<file path="config.mk">
export PLATFORM = sky130hd
export DESIGN_NAME = reset_autoplay_seq_flat
export DESIGN_NICKNAME = d
export VERILOG_FILES = /design/src/rtl/reset_autoplay_seq_if.sv /design/src/rtl/reset_autoplay_seq.sv /design/src/flat_wrapper.sv
export SDC_FILE = /design/constraint.sdc
export NUM_CORES = 1
export LEC_CHECK = 0
export ABC_AREA = 1
export BUFFER_PORTS_ARGS = -buffer_cell sky130_fd_sc_hd__buf_2
export CAP_MARGIN = 20
export CORE_AREA = 2 2 114 116
export DETAILED_ROUTE_END_ITERATION = 8
export DIE_AREA = 0 0 116 118
export MAX_ROUTING_LAYER = met4
export SKIP_LAST_GASP = 1
export SYNTH_ARGS = -nofsm -noshare
export SYNTH_HDL_FRONTEND = slang
export SYNTH_SLANG_ARGS = --single-unit
</file>
<file path="constraint.sdc">
create_clock -name sysclk -period 1.7 [get_ports sysclk]
set_input_delay 0.34 -clock sysclk [delete_from_list [all_inputs] [get_ports sysclk]]
set_output_delay 0.34 -clock sysclk [all_outputs]
set_load 0.02 [all_outputs]
</file>
<file path="src/rtl/reset_autoplay_seq_if.sv">
// Control, configuration and status bundle for reset_autoplay_seq.
// master drives lock/button/autoplay config; slave is the sequencer.
interface reset_autoplay_seq_if #(
  parameter int unsigned NCHAN = 3,
  parameter int unsigned AW    = 32
);
  logic                  dcm_locked;
  logic                  button;
  logic                  auto_en;
  logic [NCHAN*AW-1:0]   chan_start;
  logic [NCHAN*AW-1:0]   chan_len;
  logic [NCHAN*AW-1:0]   chan_period;
  logic                  sys_reset;
  logic                  button_db;
  logic [NCHAN-1:0]      auto_n;

  modport master (
    output dcm_locked, button, auto_en, chan_start, chan_len, chan_period,
    input  sys_reset, button_db, auto_n
  );

  modport slave (
    input  dcm_locked, button, auto_en, chan_start, chan_len, chan_period,
    output sys_reset, button_db, auto_n
  );
endinterface

</file>
<file path="src/rtl/reset_autoplay_seq.sv">
// Power-on/button reset sequencer with debounced button and N-channel autoplay.
// Define AUTOPLAY_EN to build the autoplay timebase/channels; otherwise auto_n is all ones.
module reset_autoplay_seq #(
  parameter int unsigned RST_HOLD = 8191,
  parameter int unsigned RST_W    = 16,
  parameter int unsigned DEB_W    = 16,
  parameter int unsigned NCHAN    = 3,
  parameter int unsigned AW       = 32
) (
  input  logic               sysclk,
  input  logic               reset_n,
  reset_autoplay_seq_if.slave bus
);

  typedef enum logic {ST_RESET, ST_RUN} state_t;

  localparam logic [RST_W-1:0] HOLD_LAST = RST_W'(RST_HOLD - 1);
  // Debounce fires on the edge whose increment would reach 2^DEB_W-1.
  localparam logic [DEB_W-1:0] DEB_LAST  = DEB_W'((64'd1 << DEB_W) - 64'd2);

  logic             sync1_q, sync2_q;
  logic             button_db_q;
  logic [DEB_W-1:0] deb_cnt_q;
  state_t           state_q;
  logic [RST_W-1:0] hold_q;
  logic             sys_reset_q;
  logic             qual;

  always_ff @(posedge sysclk or negedge reset_n) begin
    if (!reset_n) begin
      sync1_q     <= 1'b0;
      sync2_q     <= 1'b0;
      button_db_q <= 1'b0;
      deb_cnt_q   <= '0;
    end else begin
      sync1_q <= bus.button;
      sync2_q <= sync1_q;
      if (sync2_q != button_db_q) begin
        if (deb_cnt_q == DEB_LAST) begin
          button_db_q <= sync2_q;
          deb_cnt_q   <= '0;
        end else begin
          deb_cnt_q <= deb_cnt_q + 1'b1;
        end
      end else begin
        deb_cnt_q <= '0;
      end
    end
  end

  assign qual = bus.dcm_locked & ~button_db_q;

  always_ff @(posedge sysclk or negedge reset_n) begin
    if (!reset_n) begin
      state_q     <= ST_RESET;
      hold_q      <= '0;
      sys_reset_q <= 1'b1;
    end else begin
      case (state_q)
        ST_RESET: begin
          if (!qual) begin
            hold_q <= '0;
          end else if (hold_q == HOLD_LAST) begin
            state_q     <= ST_RUN;
            hold_q      <= '0;
            sys_reset_q <= 1'b0;
          end else begin
            hold_q <= hold_q + 1'b1;
          end
        end
        ST_RUN: begin
          if (!qual) begin
            state_q     <= ST_RESET;
            hold_q      <= '0;
            sys_reset_q <= 1'b1;
          end
        end
        default: begin
          state_q     <= ST_RESET;
          hold_q      <= '0;
          sys_reset_q <= 1'b1;
        end
      endcase
    end
  end

  assign bus.sys_reset = sys_reset_q;
  assign bus.button_db = button_db_q;

`ifdef AUTOPLAY_EN
  logic                       ap_clr;
  logic [AW-1:0]              a_count_q, a_count_d;
  logic [NCHAN-1:0]           started_q;
  logic [NCHAN-1:0][AW-1:0]   p_q;
  logic [NCHAN-1:0]           active;
  logic [NCHAN-1:0]           auto_n_q;

  assign ap_clr = sys_reset_q | ~bus.auto_en;

  always_comb begin
    a_count_d = a_count_q;
    if (ap_clr) begin
      a_count_d = '0;
    end else if (a_count_q != '1) begin
      a_count_d = a_count_q + 1'b1;
    end
  end

  always_comb begin
    active = '0;
    for (int unsigned i = 0; i < NCHAN; i++) begin
      active[i] = started_q[i] & (p_q[i] < bus.chan_len[i*AW +: AW]);
    end
  end

  always_ff @(posedge sysclk or negedge reset_n) begin
    if (!reset_n) begin
      a_count_q <= '0;
    end else begin
      a_count_q <= a_count_d;
    end
  end

  // Start is latched once, so a start at the saturated timebase value fires a single time.
  always_ff @(posedge sysclk or negedge reset_n) begin
    if (!reset_n) begin
      started_q <= '0;
      p_q       <= '0;
      auto_n_q  <= '1;
    end else if (ap_clr) begin
      started_q <= '0;
      p_q       <= '0;
      auto_n_q  <= '1;
    end else begin
      auto_n_q <= ~active;
      for (int unsigned i = 0; i < NCHAN; i++) begin
        if (!started_q[i]) begin
          if (a_count_q == bus.chan_start[i*AW +: AW]) begin
            started_q[i] <= 1'b1;
            p_q[i]       <= '0;
          end
        end else if (bus.chan_period[i*AW +: AW] != '0) begin
          if (p_q[i] >= bus.chan_period[i*AW +: AW] - 1'b1) begin
            p_q[i] <= '0;
          end else begin
            p_q[i] <= p_q[i] + 1'b1;
          end
        end else if (p_q[i] != '1) begin
          p_q[i] <= p_q[i] + 1'b1;
        end
      end
    end
  end

  assign bus.auto_n = auto_n_q;
`else
  logic [3*NCHAN*AW:0] unused_cfg;

  assign unused_cfg = {bus.auto_en, bus.chan_start, bus.chan_len, bus.chan_period};
  assign bus.auto_n = {NCHAN{1'b1}};
`endif

endmodule
</file>
<file path="src/flat_wrapper.sv">
// flat-port wrapper written by rule: the top's interface ports become plain ports
module reset_autoplay_seq_flat 
#(
  parameter int unsigned RST_HOLD = 8191,
  parameter int unsigned RST_W    = 16,
  parameter int unsigned DEB_W    = 16,
  parameter int unsigned NCHAN    = 3,
  parameter int unsigned AW       = 32
)
  (sysclk, reset_n, bus_dcm_locked, bus_button, bus_auto_en, bus_chan_start, bus_chan_len, bus_chan_period, bus_sys_reset, bus_button_db, bus_auto_n);
  reset_autoplay_seq_if #(.NCHAN(NCHAN), .AW(AW)) bus_i ();
  input  logic sysclk;
  input  logic reset_n;
  input wire logic [$bits(bus_i.dcm_locked)-1:0] bus_dcm_locked;
  input wire logic [$bits(bus_i.button)-1:0] bus_button;
  input wire logic [$bits(bus_i.auto_en)-1:0] bus_auto_en;
  input wire logic [$bits(bus_i.chan_start)-1:0] bus_chan_start;
  input wire logic [$bits(bus_i.chan_len)-1:0] bus_chan_len;
  input wire logic [$bits(bus_i.chan_period)-1:0] bus_chan_period;
  output wire logic [$bits(bus_i.sys_reset)-1:0] bus_sys_reset;
  output wire logic [$bits(bus_i.button_db)-1:0] bus_button_db;
  output wire logic [$bits(bus_i.auto_n)-1:0] bus_auto_n;
  assign bus_i.dcm_locked = bus_dcm_locked;
  assign bus_i.button = bus_button;
  assign bus_i.auto_en = bus_auto_en;
  assign bus_i.chan_start = bus_chan_start;
  assign bus_i.chan_len = bus_chan_len;
  assign bus_i.chan_period = bus_chan_period;
  assign bus_sys_reset = bus_i.sys_reset;
  assign bus_button_db = bus_i.button_db;
  assign bus_auto_n = bus_i.auto_n;
  reset_autoplay_seq #(.RST_HOLD(RST_HOLD), .RST_W(RST_W), .DEB_W(DEB_W), .NCHAN(NCHAN), .AW(AW)) u_core (.sysclk(sysclk), .reset_n(reset_n), .bus(bus_i));
endmodule
</file>
# ---- After elaboration in Yosys (flattened, before gate mapping)
# Cells that the tools add are included.
dict set report word_totals {
  reg_bits 37
  latch_bits 0
  ram_bits 0
  romBits 0
  word_cells 34
  memories 0
}
dict set report op_classes {
  addsub 2
  mul 0
  n_div 0
  order_cmp 0
  eq_ne 6
  n_shift 0
  n_mux 14
  n_bitwise 3
  reduce_logical 2
}
# cell n
set ops {}
lappend ops {{$mux 16} 5}
lappend ops {{$add 16x1->16 const B} 2}
lappend ops {{$pmux 16 s2} 1}
lappend ops {{$eq 16x13->1 const B} 1}
lappend ops {{$eq 16x16->1 const B} 1}
lappend ops {{$mux 1} 6}
lappend ops {{$ne 2x1->1 const B} 2}
lappend ops {{$pmux 1 s2} 2}
lappend ops {{$reduce_and 3->1} 1}
lappend ops {{$ne 2x2->1 const B} 1}
lappend ops {{$not 1->1} 2}
lappend ops {{$reduce_and 2->1} 1}
lappend ops {{$and 1x1->1} 1}
lappend ops {{$ne 1x1->1} 1}

# ---- Longest topological paths before layout
# Gate-level depths: netlist of run 1.
dict set report logic_depth {
  word_depth 4
  depth_mapped 11
  depth_no_buf 11
}

# ---- Least setup slack after synthesis of run 1
# OpenSTA, ideal clock, no wires.
dict set report synth_timing {
  path_kind {reg2reg}
  startpoint {register u_core.button_db_q (netlist: u_core.bus.button_db)}
  endpoint {register u_core.hold_q[13]}
  setup_ns 0.113
  arrival_ns 1.514
  required_ns 1.587
  setup_slack_ns 0.073
  path_stages_with_launch 11
  path_buffers 0
  synth_period_minus_slack_ns 1.627
  path_cell_list {dfrtp_1 nor2_1 ha_1 nor2_1 nand3_1 nor2_2 nand2_1 nand2_1 nand2_1 nand2_1 inv_1}
}
dict set report synth_between {
  elab_chain_cells 4
  elab_cells_between_ends 5
  classes_between {eq/ne: 1; mux: 2; bitwise: 2}
}
# item line_no
set synth_rtl {}
lappend synth_rtl {{start: declaration} reset_autoplay_seq.sv:22} ;# logic button_db_q;
lappend synth_rtl {{start signal: assignment} reset_autoplay_seq.sv:40} ;# button_db_q <= sync2_q;
lappend synth_rtl {{$not 1->1 (*)} reset_autoplay_seq.sv:51} ;# assign qual = bus.dcm_locked & ~button_db_q;
lappend synth_rtl {{$and 1x1->1 (*)} reset_autoplay_seq.sv:51}
lappend synth_rtl {{$mux 16} reset_autoplay_seq.sv:61} ;# if (!qual) begin
lappend synth_rtl {{$pmux 16 s2} reset_autoplay_seq.sv:59} ;# case (state_q)
lappend synth_rtl {{end signal: assignment} reset_autoplay_seq.sv:68} ;# hold_q <= hold_q + 1'b1;
lappend synth_rtl {{end: declaration} reset_autoplay_seq.sv:25} ;# logic [RST_W-1:0] hold_q;
# Every way passes the cells marked *; elsewhere a longest branch is shown, timed or not.
# A chain may end at the register's enable or synchronous reset.

# ---- Worst setup path after layout of run 1
# Same ends and word-level chain as after synthesis.

==> results.cfg, run 1 <==
[outcome]
status = completed

[layout]
drive_above_1_share_pct = 13.4
diodes = 0
syn_to_final_growth_pct = 19.6
instances_no_fill = 448
final_nets = 573
stdcell_area_um2 = 2430

[grt]
grt.total_usage_pct = 5.91
grt_pass1_wl_mm = 6.62
grt_util_met2_pct = 8.33
grt_max_degree = 38
grt_util_met3_pct = 1.85
grt_pass1_vias = 1477
busiest_layer = met1
grt-ovfl-total = 0
antenna_found_initial = 0
met1_usage_pct = 8.44

[clock_tree]
clk_pin_slew_ps = 60
htree_levels = 2
cts-root-buf = clkbuf_16
clkLatencyLatePin_ps = 270
cts_tree = done
cts_buffer_depth = 2
cts_sinks = 37
numCtsBuffers = 5
cts_hold_buf = 0

[die]
ioPinCount = 298
die_area_um2 = 13700
core_um2 = 12400
fp.dieW_um = 116
initial_core_util_pct = 16.4
fp.dieH_um = 118
num_rows = 41

[worst_setup_path]
max_stage_delay_ps = 340
crit_fanout = 3
crit_arrival_ps = 1730
r2r_cells = 10
end_kind = flip-flop
critical_path.cell_chain = nor2_1 > ha_1 > nor2_1 > nand3_1 > nor2_4 > nand2_1 > nand2_1 > nand2_1 > nand2_1 > inv_1
cpMostUsedCell = nand2_1
reg2reg_to = u_core.hold_q[13]$_DFFE_PN0P_
slowest_stage = dfrtp_1
worstSetupStartpointType = flip-flop
critical_path_class = reg -> reg
r2r_setup_slack_ps = 140
r2r_start = u_core.bus.button_db$_DFFE_PN0P_
worstPathRequired_ps = 1870

[timing]
rsz0062_at_grt = yes
setup_viol = 0
period_share_pct = 91.7
tns_ps = 0
max_freq_mhz = 642
hold_viol = 0
fin_worst_skew_ps = 6.26
report.final.slew_viol_count = 0
hold_ws_ps = 109
fin_crit_ps = 1560

[routing]
wirelength_mm = 3.63
via_per_inst = 3.44
num_vias = 1539
ant_nets = 0
drc = 0
drt_iter0_drc = 43
wl_per_cell_um = 8.10
drt-pass1-iter-count = 4

[synth]
ys_seq_area_share_pct = 45.6
synth_seq_cells = 37
syn_area_um2 = 2030
netlist_instances = 260
synth_warnings = 0
syn_area_per_cell_um2 = 7.82
synthDistinctLibCells = 27

[pwr]
seqPwrFrac_pct = 48.4
switching_share_pct = 23.8
fin_total_pwr_w = 0.00201
pwr-share-comb_pct = 8.3
ir_drop_mv = 0.435
power_density_nw_per_um2 = 825
clkPwrFrac_pct = 43.3
p_int_w = 0.00153
leakagePower_nw = 1.07
p_sw_w = 0.000478

[placement]
place_congestion = 0.876
hpwl_mm = 2.66
port_buffers = 5
placed_area_um2 = 2280
dp_cells = 440

[flow_run]
drv_cap = 0

[min_path]
hold_path_class = in -> async
[cells in the final DEF (no fill, tap or decap)]
cell type	n
a21boi_0	1
a21oi_1	2
buf_2	5
buf_4	5
clkbuf_1	3
clkbuf_16	5
conb_1	3
dfrtp_1	36
dfstp_2	1
ha_1	5
inv_1	31
inv_2	3
inv_6	1
nand2_1	65
nand2_2	3
nand3_1	9
nand3_2	2
nand3b_1	3
nand4_1	5
nor2_1	49
nor2_2	6
nor2_4	2
nor3_1	4
nor3_2	3
o21ai_0	5
o22ai_1	1
or2_2	1
xnor2_1	5
xor2_1	12
[sequential cells by signal, summed over array words and instances, names as in the netlist]
register / cells
u_core.hold_q: 16
u_core.state_q: 1
u_core.bus.button_db: 1
u_core.sync2_q: 1
u_core.sync1_q: 1
u_core.deb_cnt_q: 16
u_core.bus.sys_reset: 1
[power by group through the flow]
stage | logic (W) | registers, W | clock network, W
6_report | 0.000166 | 0.000971 | 0.000869
5_1_grt | 0.000197 | 0.000980 | 0.000939
4_1_cts | 0.000171 | 0.000970 | 0.000898
3_5_place_dp | 0.000168 | 0.000985 | 0
3_3_place_gp | 0.000161 | 0.000983 | 0
2_1_floorplan | 0.000117 | 0.000980 | 0
[kinds of logic after synthesis]
| kind of cell | after synthesis | share of synthesized area (%) |
|---|---|---|
| fa+ha+maj | 5 | 3.08 |
| other cells | 1 | 0.184 |
| flops | 37 | 45.6 |
| simple gates | 152 | 33.0 |
| buf+inv | 39 | 8.37 |
| xor+xnor | 17 | 7.32 |
| compound gates | 9 | 2.40 |
[worst max path at each step]
stage                                     startpoint                       endpoint  cells past startpoint
CTS                 u_core.bus.button_db$_DFFE_PN0P_  u_core.hold_q[13]$_DFFE_PN0P_                     10
global placement                      bus_dcm_locked  u_core.hold_q[13]$_DFFE_PN0P_                     12
global route        u_core.bus.button_db$_DFFE_PN0P_  u_core.hold_q[13]$_DFFE_PN0P_                     10
finish              u_core.bus.button_db$_DFFE_PN0P_  u_core.hold_q[13]$_DFFE_PN0P_                     10
floorplan           u_core.bus.button_db$_DFFE_PN0P_  u_core.hold_q[13]$_DFFE_PN0P_                     10
detailed placement                    bus_dcm_locked  u_core.hold_q[13]$_DFFE_PN0P_                     12
[critical path: cells and delay by family (launching register included)]
kind,cells,cell delay [ps]
and+or+nand+nor,8,860
DFF,1,340
adders and majority gates,1,210
buffers and inverters,1,30
[per-layer routing]
metal	vias up	routed length (um)
met5	-	0
met4	0	13
met3	2	143
met2	17	1610
met1	706	1860
li1	814	-
[synthesized netlist by cell type, drive strengths merged]
library cell  count  share of area [%]
a21boi            1               0.37
a21oi             2               0.49
buf               4                1.7
conb              1               0.18
dfrtp            36                 44
dfstp             1                1.3
ha                5                3.1
inv              35                6.7
nand2            68                 13
nand3            11                3.2
nand3b            3                1.1
nand4             5                1.5
nor2             57                 12
nor3              7                2.2
o21ai             5                1.2
o22ai             1               0.31
or2               1               0.31
xnor2             5                2.2
xor2             12                5.2
[area by class of cell]
| type | instances | area, um2 |
|---|---|---|
| inverters | 35 | 136 |
| fillers | 1419 | 9980 |
| well taps | 172 | 215 |
| clock buffers | 8 | 136 |
| flip-flops and latches | 37 | 927 |
| repair buffers | 10 | 62.6 |
| multi-input cells | 186 | 953 |
[through the flow]
stage                     util, %  setup slack (ps)
after detailed placement     18.4             0.176
after floorplan                 -              73.4
after global placement       18.4              4.80
after global routing         19.6             -33.0
final                        19.6               141
after CTS                    19.5               120
[timing repair]
| item | in CTS | in global routing |
|---|---|---|
| buffers inserted | 0 | 0 |
| hold endpoints to repair | 0 | 0 |
| endpoints found under the setup margin | 0 | 2 |
| gates resized for setup | 0 | 2 |
(Power assumes the default switching activity.)
==> inputs of run 2 (changes only) <==
--- a/config.mk
+++ b/config.mk
@@ -12,6 +12,7 @@
 export DETAILED_ROUTE_END_ITERATION = 8
 export DIE_AREA = 0 0 116 118
 export MAX_ROUTING_LAYER = met4
+export SETUP_SLACK_MARGIN = 0.15
 export SKIP_LAST_GASP = 1
 export SYNTH_ARGS = -nofsm -noshare
 export SYNTH_HDL_FRONTEND = slang
==> results.cfg, run 2 (synthesis results as in run 1) <==
[layout]
drive_above_1_share_pct = 17.9
final_nets = 577
final_common_cell = nand2_1
top_regs = u_core.deb_cnt_q x16, u_core.hold_q x16
post-route-util_pct = 20.1
diodes = 0
syn_to_final_growth_pct = 22.9
instances_no_fill = 452
final_cell_mix = nand2_1 (65), nor2_1 (45), dfrtp_1 (35)

[clock_tree]
clk_pin_slew_ps = 60
cts_tree = done
cts-root-buf = clkbuf_16
numCtsBuffers = 5
clkLatencyLatePin_ps = 270
cts_sinks = 37
cts_buffer_depth = 2
htree_levels = 2

[timing]
report.final.slew_viol_count = 0
rsz0062_at_grt = yes
period_share_pct = 85.8
hold_viol = 0
fin_crit_ps = 1460
setup_viol = 0
max_freq_mhz = 685
tns_ps = 0
fin_worst_skew_ps = 5.28

[grt]
grt.total_usage_pct = 5.74
met1_usage_pct = 7.92
busiest_layer = met2
grt_pass1_wl_mm = 6.46
grt_pass1_vias = 1488
grt_util_met2_pct = 8.70
antenna_found_initial = 0
grt_max_degree = 38
grt_util_met3_pct = 1.70
grt-ovfl-total = 0

[worst_setup_path]
crit_arrival_ps = 1620
worstSetupStartpointType = flip-flop
end_kind = flip-flop
critical_path_class = reg -> reg
crit_fanout = 3
worstPathRequired_ps = 1860

[pwr]
leakagePower_nw = 1.10
ir_drop_mv = 0.582
power_density_nw_per_um2 = 830

[die]
die_area_um2 = 13700
ioPinCount = 298
num_rows = 41
core_um2 = 12400
fp.dieH_um = 118
initial_core_util_pct = 16.4
fp.dieW_um = 116

[routing]
via_per_inst = 3.45
num_vias = 1560
wl_per_cell_um = 7.86
ant_nets = 0
drt-pass1-iter-count = 4
drt_iter0_drc = 43
wirelength_mm = 3.55
drc = 0

[placement]
hpwl_mm = 2.64
dp_cells = 441
port_buffers = 5
place_congestion = 0.853

[outcome]
status = completed

[min_path]
hold_path_class = in -> async

[flow_run]
drv_cap = 0
[run 2: stage by stage]
step	worst slack [ps]	hold WS (ps)	cell area [um2]	total power, W
6_report	241	101	2500	0.00207
3_5_place_dp	11.4	342	2300	0.00117
4_1_cts	143	124	2450	0.00210
5_1_grt	145	164	2500	0.00218
2_1_floorplan	179	44.4	2040	0.00110
3_3_place_gp	0.522	336	2300	0.00116
[run 2: where the power goes]
group	leakage (nW)	switching [W]	internal [W]
registers	0.501	0.0000513	0.000925
logic	0.530	0.000117	0.0000771
clock network	0.0712	0.000319	0.000584
[run 2: worst max-delay path: stages (launching register included)]
cell and delay [ps]:
dfrtp_2 410, nor2_2 130, ha_2 210, inv_1 50, buf_4 140, nand3_2 70
nor2_1 50, nand3b_1 90, xor2_1 150, nor2_1 60
[run 2: per-layer routing]
metal / part of all wire [%] / vias to the layer above
li1: - / 827
met1: 51 / 721
met2: 46 / 12
met3: 2.7 / 0
met4: 0 / 0
met5: 0 / -
[run 2: timing repair]
item,4_1_cts,5_1_grt
hold buffers,0,0
cloned,0,0
resized for setup,3,6
setup endpoints to repair,4,15
setup buffers,0,3
pin swaps,1,4
[run 2: path summary, 6_finish.rpt]
kind / start / to / slack, ps / depth (start not counted)
max: u_core.bus.button_db$_DFFE_PN0P_ / u_core.hold_q[8]$_DFFE_PN0P_ / 240 / 9
min: reset_n / u_core.deb_cnt_q[9]$_DFF_PN0_ / 100 / 2
max reg2reg: u_core.bus.button_db$_DFFE_PN0P_ / u_core.hold_q[8]$_DFFE_PN0P_ / 240 / 9
min reg2reg: u_core.sync1_q$_DFF_PN0_ / u_core.sync2_q$_DFF_PN0_ / 360 / 0
max in group asynchronous: reset_n / u_core.bus.sys_reset$_DFFE_PN1P_ / 1250 / 2
min in group sysclk: bus_button / u_core.sync1_q$_DFF_PN0_ / 170 / 1
[run 2: layout make-up]
type                       instances  area (um2)
timing repair buffer              14        92.6
fill                            1407        9920
clock buffer                       8         146
tap                              172         215
multi-input combinational        186         977
inverter                          35         139
sequential                        37         928
